**src/rtl/ref_shallow_fifo_ctl.sv**
```systemverilog
// Single-clock FIFO controller for an inferred shallow RAM with a registered read address.
// Optional occupancy statistics (hwm, ovf_sticky) are enabled by REF_SHALLOW_FIFO_STATS_EN.
module ref_shallow_fifo_ctl #(
  parameter int ADDR_WIDTH = 5,
  parameter int DATA_WIDTH = 64,
  parameter int AF_THRESH  = (1 << ADDR_WIDTH) - 2
) (
  input  logic                  clk,
  input  logic                  rst_n,
  input  logic                  flush,
  input  logic                  din_valid,
  output logic                  din_ready,
  input  logic [DATA_WIDTH-1:0] din_data,
  output logic                  dout_valid,
  input  logic                  dout_ready,
  output logic [DATA_WIDTH-1:0] dout_data,
  output logic                  ram_wr_en,
  output logic [ADDR_WIDTH-1:0] ram_wr_addr,
  output logic [DATA_WIDTH-1:0] ram_wr_data,
  output logic [ADDR_WIDTH-1:0] ram_rd_addr,
  input  logic [DATA_WIDTH-1:0] ram_rd_data,
  output logic [ADDR_WIDTH:0]   count,
`ifdef REF_SHALLOW_FIFO_STATS_EN
  output logic [ADDR_WIDTH:0]   hwm,
  output logic                  ovf_sticky,
`endif
  output logic                  almost_full
);

  localparam int PW = ADDR_WIDTH + 1;
  localparam logic [PW-1:0] FULL_CNT = {1'b1, {ADDR_WIDTH{1'b0}}};
  localparam logic [PW-1:0] AF_CNT   = PW'(AF_THRESH);

  logic [PW-1:0] wr_ptr, rd_ptr, wr_ptr_c;
  logic [PW-1:0] wr_ptr_nxt, rd_ptr_nxt, wr_ptr_c_nxt, count_nxt;
  logic          clear, push, pop;

  always_comb begin
    clear        = ~rst_n | flush;
    push         = din_valid & din_ready & ~clear;
    pop          = dout_valid & dout_ready;
    wr_ptr_nxt   = clear ? '0 : wr_ptr + PW'(push);
    rd_ptr_nxt   = clear ? '0 : rd_ptr + PW'(pop);
    // Only words committed before this edge may become visible at the head.
    wr_ptr_c_nxt = clear ? '0 : wr_ptr;
    count_nxt    = wr_ptr_nxt - rd_ptr_nxt;
  end

  assign ram_wr_en   = push;
  assign ram_wr_addr = wr_ptr[ADDR_WIDTH-1:0];
  assign ram_wr_data = din_data;
  // The RAM registers this, so its internal address always tracks rd_ptr.
  assign ram_rd_addr = rd_ptr_nxt[ADDR_WIDTH-1:0];
  assign dout_data   = ram_rd_data;
  assign count       = wr_ptr - rd_ptr;

  always_ff @(posedge clk) begin
    if (!rst_n) begin
      wr_ptr      <= '0;
      rd_ptr      <= '0;
      wr_ptr_c    <= '0;
      dout_valid  <= 1'b0;
      din_ready   <= 1'b0;
      almost_full <= 1'b0;
    end else begin
      wr_ptr      <= wr_ptr_nxt;
      rd_ptr      <= rd_ptr_nxt;
      wr_ptr_c    <= wr_ptr_c_nxt;
      dout_valid  <= (wr_ptr_c_nxt != rd_ptr_nxt);
      din_ready   <= (count_nxt != FULL_CNT);
      almost_full <= (count_nxt >= AF_CNT);
    end
  end

  // The head is valid exactly when committed words remain unread.
  a_valid_tracks_commit: assert property (@(posedge clk) disable iff (!rst_n)
    dout_valid == (wr_ptr_c != rd_ptr));

`ifdef REF_SHALLOW_FIFO_STATS_EN
  always_ff @(posedge clk) begin
    if (!rst_n) begin
      hwm        <= '0;
      ovf_sticky <= 1'b0;
    end else begin
      if (flush)
        hwm <= '0;
      else if (count_nxt > hwm)
        hwm <= count_nxt;
      if (din_valid & ~din_ready)
        ovf_sticky <= 1'b1;
    end
  end
`endif

endmodule

```
**config.mk**
```make
export PLATFORM = sky130hd
export DESIGN_NAME = ref_shallow_fifo_ctl
export DESIGN_NICKNAME = d
export VERILOG_FILES = /design/src/rtl/ref_shallow_fifo_ctl.sv
export SDC_FILE = /design/constraint.sdc
export NUM_CORES = 1
export LEC_CHECK = 0
export BUFFER_PORTS_ARGS = -buffer_cell sky130_fd_sc_hd__buf_4
export CORE_AREA = 4 4 108 110
export DETAILED_ROUTE_END_ITERATION = 10
export DIE_AREA = 0 0 112 114
export PLACE_DENSITY = 0.62
export SYNTH_ARGS = -nofsm -noshare
export SYNTH_HDL_FRONTEND = slang
export SYNTH_SLANG_ARGS = --single-unit
```
**constraint.sdc**
```tcl
create_clock -name clk -period 8.33 [get_ports clk]
set_input_delay 0 -clock clk [delete_from_list [all_inputs] [get_ports clk]]
set_output_delay 0 -clock clk [all_outputs]
set_load 0.1 [all_outputs]
```
# After elaboration in Yosys (flattened, before gate mapping)
# Cells that the tools add are included.
[op_classes]
n_addsub = 4
magnitude_cmp = 1
n_eq_ne = 2
muxes = 3
bitwise = 6
[op_table]
columns = ["operator", "n"]
rows = [
  ["6-bit 2-to-1 mux", 3],
  ["6-bit by 1-bit adder with 6-bit output", 2],
  ["6-bit subtractor", 2],
  ["6-bit by 5-bit >= comparator with 1-bit output (second input constant)", 1],
  ["6-bit != test", 1],
  ["6-bit != test (second input constant)", 1],
  ["1-bit bitwise AND", 3],
  ["1-bit inverter", 2],
  ["1-bit OR", 1],
]
[totals]
ff_bits = 15
input_bits = 133
output_inout_bits = 148
wordCells = 21

# Logic depth before layout (Yosys ltp)
# Gate-level depths: netlist of the first run.
[depth]
ltp_word = 8
depth_mapped = 13
ltp_nobuf = 13

# Worst setup path before layout of the first run
# OpenSTA, ideal clock, no wires.
[synth_path]
path_type = "register to register"
start = "register din_ready"
end = "register din_ready"
setup_ns = 0.120
t_arrival_ns = 4.129
required_time_ns = 8.210
slack_ns = 4.081
stages_incl_launch_ff = 11
path_buffers = 0
period_less_slack_ns = 4.249
cell_sequence = "dfxtp_1 > and3_1 > ha_1 > ha_1 > and2_1 > fa_1 > nand3_1 > nand2_1 > xor2_1 > or4b_2 > o31a_1"
[synth_between]
elab_chain_len = 6
[synth_rtl]
columns = ["item", "line", "source"]
rows = [
  ["start: declaration", "12", "output logic din_ready,"],
  ["start signal: assignment", "70", "din_ready <= (count_nxt != FULL_CNT);"],
  ["1-bit bitwise AND (2 in a row)", "40", "push = din_valid & din_ready & ~clear;"],
  ["net ram_wr_en", "17", "output logic ram_wr_en,"],
  ["6-bit by 1-bit adder with 6-bit output", "42", "wr_ptr_nxt = clear ? '0 : wr_ptr + PW'(push);"],
  ["6-bit 2-to-1 mux", "42", ""],
  ["net wr_ptr_nxt[1]", "35", "logic [PW-1:0] wr_ptr_nxt, rd_ptr_nxt, wr_ptr_c_nxt, count_nxt;"],
  ["6-bit subtractor", "46", "count_nxt = wr_ptr_nxt - rd_ptr_nxt;"],
  ["6-bit != test", "70", ""],
]
# The timed path passes the listed nets, and every way through them passes these cells.
# A chain may end at the register's enable or synchronous reset.

# Final worst setup path of the first run
[layout_path]
start = "register dout_valid"
end = "register din_ready"
[layout_between]
elab_chain_len = 5
[layout_rtl]
columns = ["item", "line", "source"]
rows = [
  ["start: declaration", "14", "output logic dout_valid,"],
  ["start signal: assignment", "69", "dout_valid <= (wr_ptr_c_nxt != rd_ptr_nxt);"],
  ["1-bit bitwise AND", "41", "pop = dout_valid & dout_ready;"],
  ["6-bit by 1-bit adder with 6-bit output", "43", "rd_ptr_nxt = clear ? '0 : rd_ptr + PW'(pop);"],
  ["6-bit 2-to-1 mux", "43", ""],
  ["6-bit subtractor", "46", ""],
  ["6-bit != test", "70", ""],
]
# No other way between the ends.

==> results of run 1 <==
stage by stage:
step	hold WS, ns	power, mW
global route	0.0001432	0.1480
CTS	0.0006813	0.1449
global placement	0.0006813	0.08429
detailed placement	0.0006813	0.08438
finish	0.00003855	0.1419
floorplan	0.1279	0.3711
report_power, final:
group | total [mW] | internal (mW) | leakage [nW] | switching (mW)
Clock | 0.0592 | 0.0339 | 0.0228 | 0.0253
Combinational | 0.0103 | 0.00296 | 0.545 | 0.00735
Sequential | 0.0724 | 0.0721 | 0.121 | 0.000248
kinds of logic (layout without fill, tap and decap cells):
| group | Yosys count | count (layout) | share of synthesized area, % |
|---|---|---|---|
| buf+inv | 158 | 47 | 51.48 |
| fa+ha+maj | 16 | 16 | 9.971 |
| compound gates | 15 | 15 | 4.580 |
| flops | 15 | 15 | 13.91 |
| xor+xnor | 25 | 25 | 10.78 |
| simple gates | 37 | 37 | 9.277 |
worst max path at each step:
stage	end	slack [ns]	depth (start not counted)
floorplan	din_ready	4.08	10
global placement	din_ready	5.33	12
detailed placement	din_ready	5.25	13
CTS	din_ready	5.24	12
global route	din_ready	5.05	12
finish	din_ready	5.27	12
routing by layer:
layer / part of all wire [%] / global-route usage [%] / routed length, um / vias up
met5: 0 / 0 / 0 / -
met4: 11 / 8.013 / 403 / 0
met3: 11 / 2.069 / 407 / 55
met2: 41 / 7.314 / 1461 / 63
met1: 36 / 5.495 / 1282 / 452
li1: - / - / - / 469
layout by cell type (no fill, tap or decap), types with 2 or more instances in the layout:
| cell | synthesis | routed |
|---|---|---|
| xnor2_1 | 13 | 13 |
| dfxtp_1 | 15 | 15 |
| clkbuf_8 | 0 | 3 |
| nand3_1 | 5 | 5 |
| a21o_1 | 3 | 3 |
| and2_1 | 6 | 6 |
| xor2_1 | 11 | 11 |
| nor2_1 | 13 | 13 |
| inv_1 | 19 | 19 |
| buf_4 | 138 | 24 |
| ha_1 | 14 | 14 |
| a21oi_1 | 5 | 5 |
| fa_1 | 2 | 2 |
| nand2_1 | 4 | 4 |
area by class of cell:
type	instances	area [um2]
inverter	19	71.32
clock buffer	4	45.04
multi-input combinational	93	747.0
timing repair buffer	24	180.2
sequential	15	300.3
fill	1237	9179
tap	140	175.2
sequential cells by signal, summed over array words and instances (netlist names):
| register | cells |
|---|---|
| din_ready | 1 |
| wr_ptr | 6 |
| almost_full | 1 |
| rd_ptr | 6 |
| dout_valid | 1 |
==> reports/results.tsv, run 1 <==
stage	metric	value	unit
critical_path	cp_cell_sequence	and2_1, ha_1, nand3_2, xnor2_1, nor2_1, inv_1, ha_1, a21oi_1, nand2_1, xor2_1, or4b_2, o31a_1	
synth	syn_area_per_cell	8.114	um2
critical_path	cp-end-kind	register	
synth	ys_ff_latch	15	
timing	fin_crit	3.060	ns
clock_network	cts_hold_buf	0	
placed_design	place_ws	5.248	ns
critical_path	critical_path.top_delay_family	simple AND/OR/NAND/NOR gates	
routing	drt-total-wl	3555	um
timing	layout_setup_ws	5.270	ns
synth	syn_inst	266	
layout	utilization	14.20	%
synth	post_synth_num_cell_types	31	
clock_network	path_clk_slew	0.06	ns
critical_path	cp-start-kind	register	
clock_network	cts.sinks	15	
die	rows	38	
layout	nets	305	
synth	synth_edf_count	0	
die	die_x	112	um
critical_path	path_class	register to register	
grt	grt_pass1_wl	5451	um
synth	synth_async_sr_flop_share	0	%
layout	area_growth	-29.62	%
power	power.density	93.39	mW/mm2
placed_design	port_buffers	24	
critical_path	worst_ep_arrival_time	3.20	ns
clock_network	insertion_delay	0.25	ns
clock_network	root_buffer	clkbuf_8	
critical_path	cp_slowest_cell	or4b_2	
synth	synth_nets	415	
hold_path	min_to	ram_wr_data[24]	
routing	routedWlPerCell	12.05	um
timing	tightest_slew	0.5189	ns
die	dieHeight	114	um
synth	netlist_area	0.002158	mm2
timing	rsz0062_at_grt	no	
timing	setup_viol	0	
flow_run	cap_viol_max_count	0	
hold_path	worstHoldPathType	input pin to primary output	
placed_design	placed_cell_area	0.001474	mm2
clock_network	htree_levels	1	
routing	vias	1039	
critical_path	required	8.47	ns
routing	drt-pass1-iter-count	2	
layout	drive_above_1_share	20.00	%
synth	yosys.area.top_type_share	48.00	%
critical_path	path_buf_inv	1	
grt	antenna_found_initial	0	
die	core_region_area	0.01070	mm2
routing	post-route-drc-count	0	
synth	ys_top_cells_by_area	buf_4, dfxtp_1, ha_1	
clock_network	cts_resized	0	
layout	stdcell_count	295	
timing	final_hold_viol_count	0	
synth	synth-seq-area-share	13.91	%
timing	fin_crit_sh	36.74	%
critical_path	path_max_fanout	4	
critical_path	cp-startpoint	dout_valid	
critical_path	path_common_cell	ha_1	
grt	track_usage	5.477	%
critical_path	critical-path-max-stage-delay	0.63	ns
timing	relSlewSlack	65.41	%
critical_path	ff2ff_setup_slack	5.27	ns
clock_network	cts_tree	done	
routing	postRouteAntennaNets	0	
synth	synthTopCellsByCount	buf_4, inv_1, dfxtp_1	
timing	timing.clock.skew	0.001703	ns
clock_network	clockBufferDepth	2	
hold_path	hold_depth	0	
grt	gr-total-overflow	0	
placed_design	placed_cells	291	
timing	totalNegativeSetupSlack	0	ns
critical_path	r2r_end	din_ready	
die	io_pins	281	
die	start_util	20.18	%
synth	synth_most_common_cell	buf_4	
die	dieArea	0.01277	mm2
placed_design	dpl.hpwl	2970	um
timing	drv_slew	0	
critical_path	r2r_cells	12	
power	peakVddDrop	0.03979	mV
hold_path	hp-start	din_data[24]	
run_status	outcome	complete, no violations	
grt	grt_max_degree	15	
layout	antennaDiodeCount	0	
clock_network	post_cts_buffers	0	
power	p_leak	0.6890	nW
placed_design	place.gp.congestion	0.7455	
layout	design_area	0.001519	mm2
timing	max_freq	326.8	MHz
routing	drt_iter0_drc	23	
critical_path	r2r-start	dout_valid	
synth	yosys_most_used_dff	dfxtp_1	
synth	yosysWarningCount	0	
clock_network	numCtsBuffers	3	
grt	grt_pass1_vias	1062	
synth	synth_area_leader_cell	buf_4	
routing	vias_per_cell	3.522	
(Power assumes the default switching activity.)
==> inputs of run 2 (changes only) <==
--- a/config.mk
+++ b/config.mk
@@ -5,11 +5,12 @@
 export SDC_FILE = /design/constraint.sdc
 export NUM_CORES = 1
 export LEC_CHECK = 0
+export ABC_AREA = 1
 export BUFFER_PORTS_ARGS = -buffer_cell sky130_fd_sc_hd__buf_4
-export CORE_AREA = 4 4 108 110
+export CORE_AREA = 4 4 107 109
 export DETAILED_ROUTE_END_ITERATION = 10
-export DIE_AREA = 0 0 112 114
-export PLACE_DENSITY = 0.62
+export DIE_AREA = 0 0 111 113
+export PLACE_DENSITY = 0.66
 export SYNTH_ARGS = -nofsm -noshare
 export SYNTH_HDL_FRONTEND = slang
 export SYNTH_SLANG_ARGS = --single-unit
==> constraint.sdc (replaced) <==
create_clock -name clk -period 2.75 [get_ports clk]
set_input_delay 0 -clock clk [delete_from_list [all_inputs] [get_ports clk]]
set_output_delay 0 -clock clk [all_outputs]
set_load 0.1 [all_outputs]
==> run 2 against run 1 <==
  * Clock skew rose by 0.0052 ns
  * Clock power rose to 3.2 times the previous value
  * Final cell count rose by 20%
  * Sequential power rose to 3.0 times the previous value
  * Global-route usage rose by 0.53 points
  * Core utilization rose by 2.4 points
  * Flip-flop and latch count did not move
  * Sequential share of layout area fell by 2.5 points
  * Synthesized cell count rose by 21%
  * First-iteration DRC count rose to 3.3 times the previous value
  * Critical path type is now input pin to register
  * Highest routed layer unchanged
==> reports/results.tsv, run 2 <==
stage	metric	value	unit	change
run_status	outcome	complete, no violations		unchanged
placed_design	place.gp.congestion	0.7726		was 0.7455
synth	yosysWarningCount	0		unchanged
clock_network	clockBufferDepth	2		unchanged
synth	synth_most_common_cell	buf_4		unchanged
layout	area_growth	-22.91	%	was -29.62%
layout	design_area	0.001764	mm2	was 0.001519 mm2
power	switchingPower	0.1185	mW	was 0.03286 mW
synth	syn_inst	323		was 266
clock_network	path_clk_slew	0.06	ns	about the same
timing	final_hold_viol_count	0		unchanged
critical_path	path_max_fanout	3		was 4
grt	track_usage	6.003	%	was 5.477%
placed_design	place_ws	0.1873	ns	was 5.248 ns
grt	grt_max_degree	12		was 15
layout	antennaDiodeCount	0		unchanged
grt	gr-total-overflow	0		unchanged
routing	drt-pass1-iter-count	4		was 2
layout	drive_above_1_share	27.57	%	was 20.00%
clock_network	root_buffer	clkbuf_8		unchanged
synth	yosys.area.top_type_share	45.60	%	was 48.00%
routing	post-route-drc-count	0		unchanged
placed_design	placed_cells	349		was 291
synth	netlist_area	0.002288	mm2	was 0.002158 mm2
critical_path	path_class	input pin to register		was register to register
grt	grt_pass1_wl	6072	um	was 5451 um
clock_network	numCtsBuffers	3		unchanged
timing	fin_crit_sh	92.30	%	
critical_path	worst_ep_arrival_time	2.74	ns	was 3.20 ns
clock_network	cts.sinks	15		unchanged
flow_run	cap_viol_max_count	0		unchanged
layout	multiInputGateArea	903.4	um2	was 747.0 um2
layout	nets	364		was 305
layout	reg.largest.list	rd_ptr (6), wr_ptr (6)		unchanged
synth	synthTopCellsByCount	buf_4, inv_1, nand2_1		was buf_4, inv_1, dfxtp_1
synth	synth-seq-area-share	13.12	%	was 13.91%
synth	ys_top_cells_by_area	buf_4, dfxtp_1, ha_1		unchanged
placed_design	port_buffers	24		unchanged
routing	postRouteAntennaNets	0		unchanged
timing	setup_viol	0		unchanged
clock_network	post_cts_buffers	0		unchanged
die	io_pins	281		unchanged
die	rows	38		unchanged
routing	drt_iter0_drc	75		was 23
power	peakVddDrop	0.1135	mV	was 0.03979 mV
clock_network	cts_tree	done		unchanged
placed_design	dpl.hpwl	3204	um	was 2970 um
timing	max_freq	394.0	MHz	
synth	yosys_most_used_dff	dfxtp_1		unchanged
layout	most-common-layout-cells	inv_1, nand2_1, buf_4		was buf_4, inv_1, dfxtp_1
clock_network	insertion_delay	0.25	ns	about the same
timing	relSlewSlack	75.21	%	was 65.41%
clock_network	htree_levels	1		unchanged
grt	antenna_found_initial	0		unchanged
placed_design	placed_cell_area	0.001675	mm2	was 0.001474 mm2
die	dieArea	0.01254	mm2	was 0.01277 mm2
timing	layout_setup_ws	0.2119	ns	was 5.270 ns
routing	vias	1310		was 1039
power	clock_power_share	42.3	%	was 41.7%
synth	post_synth_num_cell_types	24		was 31
synth	synth_edf_count	0		unchanged
synth	ys_ff_latch	15		unchanged
synth	syn_area_per_cell	7.085	um2	was 8.114 um2
power	sw_frac_of_total	26.22	%	was 23.16%
power	report.power.total	0.4521	mW	was 0.1419 mW
critical_path	cp-start-kind	input pin		was register
power	p_int	0.3335	mW	was 0.1090 mW
timing	fin_crit	2.538	ns	
synth	synth_async_sr_flop_share	0	%	unchanged
timing	timing.clock.skew	0.006855	ns	was 0.001703 ns
hold_path	worstHoldPathType	input pin to primary output		unchanged
layout	regArea	305.3	um2	was 300.3 um2
synth	synth_area_leader_cell	buf_4		unchanged
timing	tightest_slew	0.3714	ns	was 0.5189 ns
power	power_frac_comb	9.1	%	was 7.3%
die	core_region_area	0.01060	mm2	was 0.01070 mm2
die	dieHeight	113	um	was 114 um
timing	drv_slew	0		unchanged
routing	routedWlPerCell	10.84	um	was 12.05 um
power	p_leak	0.8266	nW	was 0.6890 nW
power	power.density	256.2	mW/mm2	was 93.39 mW/mm2
die	die_x	111	um	was 112 um
routing	vias_per_cell	3.701		was 3.522
die	start_util	21.58	%	was 20.18%
timing	hold_ws	0.00003785	ns	was 0.00003855 ns
layout	stdcell_count	354		was 295
layout	fill_cells	1202		was 1237
power	pwr-share-seq	48.6	%	was 51.0%
critical_path	required	2.95	ns	was 8.47 ns
critical_path	cp-end-kind	register		unchanged
routing	drt-total-wl	3839	um	was 3555 um
synth	synth_nets	472		was 415
grt	grt_pass1_vias	1305		was 1062
layout	final_common_cell	inv_1		was buf_4
## run 2: cell count changes after synthesis, moves of 10 or more
cell,delta
nor2_1,+15
nand3_1,+10
nand2_1,+28
inv_1,+14
## run 2: area by class of cell
class	count	share of cell area [%]
Sequential cell	15	17.30
Timing Repair Buffer	27	11.63
Clock buffer	3	2.340
Tap cell	140	9.929
Inverter	34	7.234
Multi-Input combinational cell	134	51.21
Clock inverter	1	0.3546
## run 2: what timing repair did
| item | 4_1_cts | 5_1_grt |
|---|---|---|
| hold endpoints to repair | 2 | 0 |
| resized for setup | 0 | 10 |
| endpoints found under the setup margin | 0 | 2 |
| hold buffers | 1 | 0 |
## run 2: routing by layer
layer	share of wire (%)	track usage, %
met5	0	0
met4	7.4	6.650
met2	45	9.709
met1	37	5.485
met3	10	2.353
## run 2: power groups by stage
stage	Clock [mW]	Combinational, mW	Sequential, mW
finish	0.191	0.0413	0.220
global route	0.204	0.0440	0.220
CTS	0.201	0.0408	0.220
detailed placement	0	0.0393	0.225
global placement	0	0.0394	0.225
floorplan	0	0.899	0.231
## run 2: path summary, 6_finish.rpt
check | slack, ns | cells past startpoint | to | from
worst max register to register | 0.26 | 19 | almost_full | dout_valid
worst min-delay path | 0.00004 | 0 | dout_data[28] | ram_rd_data[28]
worst min register to register | 0.63 | 3 | rd_ptr[4] | rd_ptr[4]
worst max-delay path | 0.21 | 20 | almost_full | rst_n
## run 2: worst max-delay path: stages
cell and delay (ns):
dlygate4sd3_1 0.54, buf_4 0.12, inv_1 0.04, nor2_2 0.14, inv_1 0.10, nor2_4 0.15
ha_4 0.17, ha_4 0.13, nand2_2 0.07, o21bai_1 0.17, o21ai_2 0.08, nor2_1 0.11
ha_1 0.28, a21oi_2 0.15, o21ai_1 0.09, a21oi_2 0.12, nand3_1 0.08, nand3_1 0.09
nand2_1 0.06, inv_1 0.05
## run 2: cells by family after synthesis
group	Yosys count	synth area share, %
buffers and inverters	174	51.39
AND/OR/NAND/NOR	87	16.84
AO/OA/AOI/OAI	19	4.648
adder cells (fa/ha/maj)	16	9.404
flip-flops	15	13.12
XOR/XNOR	12	4.593
## run 2: stage by stage
stage          utilization, %  setup TNS [ns]
5_1_grt                 16.64        -0.04162
3_3_place_gp            15.80               0
2_1_floorplan               -        -0.04937
4_1_cts                 16.34               0
3_5_place_dp            15.80               0
6_report                16.64               0
